<file path="config.mk">
export PLATFORM = sky130hd
export DESIGN_NAME = rhd_cmd_sequencer
export DESIGN_NICKNAME = d
export VERILOG_FILES = /design/src/rtl/rhd_cmd_pkg.sv /design/src/rtl/rhd_result_tagger.sv /design/src/rtl/rhd_cmd_sequencer.sv
export SDC_FILE = /design/constraint.sdc
export NUM_CORES = 1
export LEC_CHECK = 0
export CORE_ASPECT_RATIO = 1.1
export CORE_MARGIN = 2
export CORE_UTILIZATION = 53
export CTS_CLUSTER_DIAMETER = 100
export DETAILED_ROUTE_END_ITERATION = 10
export PLACE_DENSITY = 0.87
export SYNTH_ARGS = -nofsm -noshare
export SYNTH_HDL_FRONTEND = slang
export SYNTH_SLANG_ARGS = --single-unit
</file>
<file path="constraint.sdc">
create_clock -name clk -period 4 [get_ports clk]
set_input_delay 0.4 -clock clk [delete_from_list [all_inputs] [get_ports clk]]
set_output_delay 0.4 -clock clk [all_outputs]
set_load 0.01 [all_outputs]
</file>
<file path="src/rtl/rhd_cmd_pkg.sv">
// Shared command encodings, state enums and the result-tag type for the RHD
// command sequencer and its result tagger.
package rhd_cmd_pkg;

  localparam logic [1:0]  CMD_WRITE       = 2'b10;
  localparam logic [1:0]  CMD_READ        = 2'b11;
  localparam logic [1:0]  CMD_CONVERT     = 2'b00;
  localparam logic [15:0] CALIBRATE_WORD  = 16'h5500;
  localparam logic [15:0] DUMMY_READ_WORD = {CMD_READ, 6'd40, 8'h00};

  typedef enum logic [2:0] {
    PH_IDLE, PH_INIT, PH_CAL, PH_DUMMY, PH_SCAN
  } phase_t;

  typedef enum logic [1:0] {
    XS_ISSUE, XS_WAIT_DONE, XS_WAIT_LOW
  } xact_t;

  typedef struct packed {
    logic       valid;
    logic       is_convert;
    logic [5:0] chan;
  } tag_t;

  function automatic logic [15:0] convert_word(input logic [5:0] c, input logic h);
    return {CMD_CONVERT, c, 7'b0, h};
  endfunction

endpackage

</file>
<file path="src/rtl/rhd_result_tagger.sv">
// Two-deep tag pipeline: the result of transaction n belongs to the command
// issued two transactions earlier, so tags ride along until their data lands.
module rhd_result_tagger
  import rhd_cmd_pkg::*;
(
  input  logic        clk,
  input  logic        rstn,
  input  logic        clear,
  input  logic        push,
  input  tag_t        push_tag,
  input  logic [15:0] a_data,
  input  logic [15:0] b_data,
  output logic        sample_valid,
  output logic [5:0]  sample_chan,
  output logic [15:0] sample_a,
  output logic [15:0] sample_b,
  output logic        frame_start
);

  tag_t tag_n1, tag_n2;

  always_ff @(posedge clk) begin
    if (!rstn) begin
      tag_n1       <= '0;
      tag_n2       <= '0;
      sample_valid <= 1'b0;
      sample_chan  <= '0;
      sample_a     <= '0;
      sample_b     <= '0;
      frame_start  <= 1'b0;
    end else begin
      sample_valid <= 1'b0;
      frame_start  <= 1'b0;
      if (clear) begin
        tag_n1 <= '0;
        tag_n2 <= '0;
      end else if (push) begin
        tag_n1      <= push_tag;
        tag_n2      <= tag_n1;
        sample_a    <= a_data;
        sample_b    <= b_data;
        sample_chan <= tag_n2.chan;
        // Only CONVERT results carry samples; writes/reads/calibrate are dropped.
        if (tag_n2.valid && tag_n2.is_convert) begin
          sample_valid <= 1'b1;
          frame_start  <= (tag_n2.chan == 6'd0);
        end
      end
    end
  end

endmodule

</file>
<file path="src/rtl/rhd_cmd_sequencer.sv">
// RHD command scheduler: one-time init (register writes, calibrate, dummy
// reads) followed by continuous CONVERT scanning, paced by SPI start/done.
module rhd_cmd_sequencer
  import rhd_cmd_pkg::*;
#(
  parameter int   NUM_CHANNELS  = 32,
  parameter int   NUM_INIT_REGS = 18,
  parameter int   NUM_CAL_DUMMY = 9,
  parameter logic CONVERT_H     = 1'b0
)(
  input  logic        clk,
  input  logic        rstn,
  input  logic        enable,
  output logic [5:0]  cfg_index,
  input  logic [13:0] cfg_word,
  output logic        spi_start,
  output logic [15:0] spi_cmd,
  input  logic        spi_done,
  input  logic [15:0] spi_a_data,
  input  logic [15:0] spi_b_data,
  output logic        sample_valid,
  output logic [5:0]  sample_chan,
  output logic [15:0] sample_a,
  output logic [15:0] sample_b,
  output logic        frame_start,
  output logic        init_done,
  output logic        busy
);

  localparam logic [5:0] LAST_CHAN  = 6'(NUM_CHANNELS - 1);
  localparam logic [5:0] LAST_REG   = 6'(NUM_INIT_REGS - 1);
  localparam logic [7:0] LAST_DUMMY = 8'(NUM_CAL_DUMMY - 1);

  phase_t     phase;
  xact_t      xs;
  logic       done_q, last_wr;
  logic [5:0] chan_cnt, next_chan;
  logic [7:0] dummy_cnt;
  logic       done_rise, xact_end, push, scan_entry;
  tag_t       cur_tag;

  assign done_rise  = spi_done && !done_q;
  assign xact_end   = (phase != PH_IDLE) && (xs == XS_WAIT_LOW) && !spi_done;
  assign push       = (phase != PH_IDLE) && (xs == XS_WAIT_DONE) && done_rise;
  assign next_chan  = (chan_cnt == LAST_CHAN) ? 6'd0 : chan_cnt + 6'd1;
  assign scan_entry = enable &&
                      ((phase == PH_IDLE && init_done && !spi_done) ||
                       (phase == PH_DUMMY && xact_end && dummy_cnt == LAST_DUMMY));
  assign cur_tag    = '{valid: 1'b1, is_convert: (phase == PH_SCAN), chan: chan_cnt};

  always_ff @(posedge clk) begin
    if (!rstn) begin
      phase     <= PH_IDLE;
      xs        <= XS_ISSUE;
      done_q    <= 1'b0;
      last_wr   <= 1'b0;
      chan_cnt  <= '0;
      dummy_cnt <= '0;
      cfg_index <= '0;
      spi_start <= 1'b0;
      spi_cmd   <= '0;
      init_done <= 1'b0;
      busy      <= 1'b0;
    end else begin
      done_q    <= spi_done;
      spi_start <= 1'b0;
      if (phase == PH_IDLE) begin
        // Never start while a previous (possibly abandoned) window is still open.
        if (enable && !spi_done) begin
          busy      <= 1'b1;
          xs        <= XS_ISSUE;
          spi_start <= 1'b1;
          if (init_done) begin
            phase    <= PH_SCAN;
            chan_cnt <= '0;
            spi_cmd  <= convert_word(6'd0, CONVERT_H);
          end else begin
            phase   <= PH_INIT;
            last_wr <= 1'b0;
            spi_cmd <= {CMD_WRITE, cfg_word};
          end
        end
      end else begin
        case (xs)
          XS_ISSUE: xs <= XS_WAIT_DONE;
          XS_WAIT_DONE: begin
            if (done_rise) begin
              xs <= XS_WAIT_LOW;
              // Advance the table index early so cfg_word settles before reissue.
              if (phase == PH_INIT) begin
                if (cfg_index == LAST_REG) last_wr <= 1'b1;
                else cfg_index <= cfg_index + 6'd1;
              end
            end
          end
          XS_WAIT_LOW: begin
            if (!spi_done) begin
              xs        <= XS_ISSUE;
              spi_start <= 1'b1;
              case (phase)
                PH_INIT: begin
                  if (last_wr) begin
                    phase   <= PH_CAL;
                    spi_cmd <= CALIBRATE_WORD;
                  end else begin
                    spi_cmd <= {CMD_WRITE, cfg_word};
                  end
                end
                PH_CAL: begin
                  phase     <= PH_DUMMY;
                  dummy_cnt <= '0;
                  spi_cmd   <= DUMMY_READ_WORD;
                end
                PH_DUMMY: begin
                  if (dummy_cnt == LAST_DUMMY) begin
                    init_done <= 1'b1;
                    if (enable) begin
                      phase    <= PH_SCAN;
                      chan_cnt <= '0;
                      spi_cmd  <= convert_word(6'd0, CONVERT_H);
                    end else begin
                      phase     <= PH_IDLE;
                      busy      <= 1'b0;
                      spi_start <= 1'b0;
                    end
                  end else begin
                    dummy_cnt <= dummy_cnt + 8'd1;
                    spi_cmd   <= DUMMY_READ_WORD;
                  end
                end
                PH_SCAN: begin
                  if (enable) begin
                    chan_cnt <= next_chan;
                    spi_cmd  <= convert_word(next_chan, CONVERT_H);
                  end else begin
                    phase     <= PH_IDLE;
                    busy      <= 1'b0;
                    spi_start <= 1'b0;
                  end
                end
                default: begin
                  phase     <= PH_IDLE;
                  busy      <= 1'b0;
                  spi_start <= 1'b0;
                end
              endcase
            end
          end
          default: xs <= XS_ISSUE;
        endcase
      end
    end
  end

  rhd_result_tagger u_tagger (
    .clk          (clk),
    .rstn         (rstn),
    .clear        (scan_entry),
    .push         (push),
    .push_tag     (cur_tag),
    .a_data       (spi_a_data),
    .b_data       (spi_b_data),
    .sample_valid (sample_valid),
    .sample_chan  (sample_chan),
    .sample_a     (sample_a),
    .sample_b     (sample_b),
    .frame_start  (frame_start)
  );

endmodule
</file>
==> summary.txt <==
Run status
  – Outcome: completed

Pwr
  – Comb pwr share: 11.0%
  – Static Leak: around 2.1 nW
  – Power per cell area: around 320 nW/um^2
  – P_int: 1.40 mW
  – Clk pwr share: 34.2%
  – Sequential cell fraction of total power: a little over half
  – Net Sw Frac: between 20 and 30%
  – Max VDD drop: ~0.18 mV
  – Net Switching: approximately 530 uW

Setup path
  – Crit-path slowest cell: dfxtp_1
  – Critical R2R Capture: spi_cmd[13]
  – CP Launch Type: flop
  – Critical path peak fanout: 24
  – Crit path from: phase[0]
  – R2R depth: 5
  – WP data arrival: about 3 ns
  – Crit Reg-Reg Startpoint: phase[0]
  – Setup crit end kind: flop
  – WP depth: 5
  – CP delay by family, top: simple AND/OR/NAND/NOR gates
  – Critical Path End: spi_cmd[13]
  – R2r setup slk: ~1.3 ns
  – Crit Path Category: flop to flop
  – Worst-path cell chain: nor3_4 > mux2i_1 > nand3_1 > and2_1 > o31a_1
  – Worst endpoint required time: between 4 and 5 ns
  – Critical Path Max Stage Delay: 0.59 ns
  – Critical path buffers and inverters: 0

Global route
  – Global-route wire length before repair: ~19 mm
  – Antenna violations before repair: 0
  – Pin count of the biggest net entering global routing: 57
  – Number of global-route vias before repair: approximately 4000
  – Tot GR Track Use: 24.6%
  – Grt ovf: 0

Route
  – TritonRoute pass-1 iters: 5
  – Routed length per instance: about 15 um
  – DR vias: ~4200
  – Residual DRC: 0
  – Vias per cell: about 5.6
  – Met2 routed WL: ~5.6 mm
  – Met3 Wirelength: approximately 840 um
  – Top sig layer: met4
  – Wl on met1: about 4.9 mm
  – Routed Antenna Nets: 0
  – Violation count after the first detailed-route iteration: 250
  – Final wirelength: ~12 mm

CTS
  – H-tree depth: 3
  – Hold-fix buffers, CTS: 0
  – Total CTS buffers: 9
  – Root Buffer: clkbuf_8
  – TritonCTS clock tree: done
  – Post_cts resized: 0
  – Clk sinks: 102
  – Setup Fix Bufs, Post-CTS: 0
  – Clock buffer depth: 2
  – Clk slew on worst S/H paths: approximately 0.10 ns
  – Clock latency on the worst-skew pair: approximately 0.38 ns

Logic synthesis
  – Top post-synthesis cells by area: dfxtp_1 45%, nand2_1 11%, a21boi_0 8.5%
  – Synth cell types: 60
  – Yosys top cell area share: 44.5%
  – Area leader, netlist: dfxtp_1
  – Cells after Synth: 550
  – Ys flop type: dfxtp_1
  – Post-synth EDFFs: 0
  – FF+latch count, synth: just over 100
  – Yosys warns: 0
  – Sequential fraction of the synthesis area: 44.5%
  – Syn avg cell area: between 8 and 9 sq um
  – Syn nets: around 610
  – Post-synth ARST share: 0%
  – Post-Synthesis Cell Area: roughly 4600 sq um

Finish
  – Most common cell after layout, fill and taps aside: nand2_1
  – Final cell count without fillers: 760
  – Number of diodes: 0
  – Share of layout cells above drive strength 1: just under 6%
  – Most frequent cells in the layout: 138 x nand2_1, 113 x clkdlybuf4s50_1, 102 x dfxtp_1
  – Area delta synth->final: 29.7%
  – Layout Nets: ~700
  – Register area: 2040 sq um
  – Footprint of the multi-input gates: roughly 2300 sq um
  – Fill count: approximately 670

Floorplanning
  – Die H: between 100 and 150 um
  – Floorplan row count: 35
  – Die ar.: 9410 sq um
  – Die W: between 90 and 100 um
  – Core area: 8410 sq um
  – IO Count: around 120
  – Initial core utilization: a little over half

Timing
  – Fin crit share: about two thirds
  – Unrepaired setup endpoints after global routing: no
  – Max Freq: 365 MHz
  – Setup violations, final: 0
  – Fin crit period: about 2.7 ns
  – Final Hold Viols: 0
  – Slew margin rel.: a little under two fifths
  – Clock Skew: about 0.017 ns
  – Setup tns final: 0 ns
  – Worst slew pin tran: 0.922 ns
  – Fin. max-slew vios: 0

Place
  – DP HPWL: approximately 8.2 mm
  – I/O Buffers: ~110
  – Placed instance count: about 740
  – GPL Wtd Cong: ~0.84

Hold path
  – Min-Delay Path Class: flop to flop

Job
  – Maxcap violations: 0
## sequential cells by signal (all words and copies together), names as in the netlist, 2 cells and up
| signal | cells |
|---|---|
| cfg_index | 6 |
| chan_cnt | 6 |
| dummy_cnt | 8 |
| phase | 3 |
| spi_cmd | 16 |
| u_tagger.sample_a | 16 |
| u_tagger.sample_b | 16 |
| u_tagger.sample_chan | 6 |
| u_tagger.tag_n1 | 8 |
| u_tagger.tag_n2 | 8 |
| xs | 2 |
## synthesized netlist by cell type, drive strengths merged (3+ instances only)
| master | instances |
|---|---|
| o22ai | 4 |
| nand2 | 138 |
| nor4 | 3 |
| and2 | 12 |
| nand3 | 17 |
| a32o | 3 |
| a211oi | 3 |
| nor2 | 20 |
| or3b | 4 |
| and3 | 9 |
| xnor2 | 8 |
| a21oi | 22 |
| clkbuf | 21 |
| ha | 5 |
| nor3 | 14 |
| inv | 9 |
| xor2 | 7 |
| mux2i | 4 |
| dfxtp | 102 |
| o211a | 4 |
| buf | 16 |
| a21boi | 54 |
| nand3b | 3 |
| o21ai | 16 |
| nor2b | 8 |
| nor3b | 4 |
| nand4 | 6 |
| a31oi | 3 |
| a22oi | 4 |
## cell families after synthesis
group	Yosys count	share of synthesized area [%]
AND/OR/NAND/NOR	247	25.6
AO/OA/AOI/OAI	129	19.9
flip-flops	102	44.5
buffers and inverters	46	4.37
XOR/XNOR	15	2.87
multiplexers	6	1.36
adder cells (fa/ha/maj)	5	1.36
## worst register-to-register path: stages, from the launching register on
cell and delay, ns:
dfxtp_1 0.59, nor3_4 0.53, mux2i_1 0.42, nand3_1 0.49
and2_1 0.35, o31a_1 0.26
## power by group through the flow
stage	clock [mW]	sequential, mW	combinational (mW)
finish	0.662	1.06	0.213
global placement	0	1.08	0.209
CTS	0.670	1.06	0.213
detailed placement	0	1.08	0.212
global route	0.720	1.06	0.229
floorplan	0	1.08	0.105
## final cells by class
| type | instances | area share (%) |
|---|---|---|
| Timing Repair Buffer | 120 | 19.9 |
| Inverter | 9 | 0.568 |
| Clock buffer | 9 | 2.08 |
| Clock inverter | 7 | 1.37 |
| Tap cell | 111 | 2.33 |
| Multi-Input combinational cell | 402 | 39.5 |
| Sequential cell | 102 | 34.3 |
## metal layers
layer / global-route usage (%) / up-vias
li1: - / 2080
met1: 30.1 / 1964
met2: 43.9 / 159
met3: 5.28 / 15
met4: 7.24 / 0
met5: 0 / -
## worst min-delay path by stage
stage | startpoint | to | slack, ns | cells after the start
3_5_place_dp | spi_cmd[14] | spi_cmd[14] | 0.45 | 2
6_report | spi_cmd[14] | spi_cmd[14] | 0.46 | 2
2_1_floorplan | u_tagger.tag_n1[6] | u_tagger.tag_n2[6] | 0.43 | 2
5_1_grt | rstn | cfg_index[1] | 0.46 | 2
4_1_cts | u_tagger.tag_n1[6] | u_tagger.tag_n2[6] | 0.46 | 2
3_3_place_gp | u_tagger.tag_n1[5] | u_tagger.tag_n2[5] | 0.44 | 2
## metrics by stage
stage	hold slack [ns]	area (sq um)	util, %	setup WS (ns)	power [mW]
4_1_cts	0.460	5950	70.8	1.30	1.94
3_5_place_dp	0.449	5740	68.3	1.14	1.29
6_report	0.458	5950	70.8	1.26	1.93
3_3_place_gp	0.436	5740	68.3	1.19	1.29
2_1_floorplan	0.432	4590	-	2.01	1.18
5_1_grt	0.464	5950	70.8	1.04	2.01
Note: power is estimated with default switching activity, not from simulation.
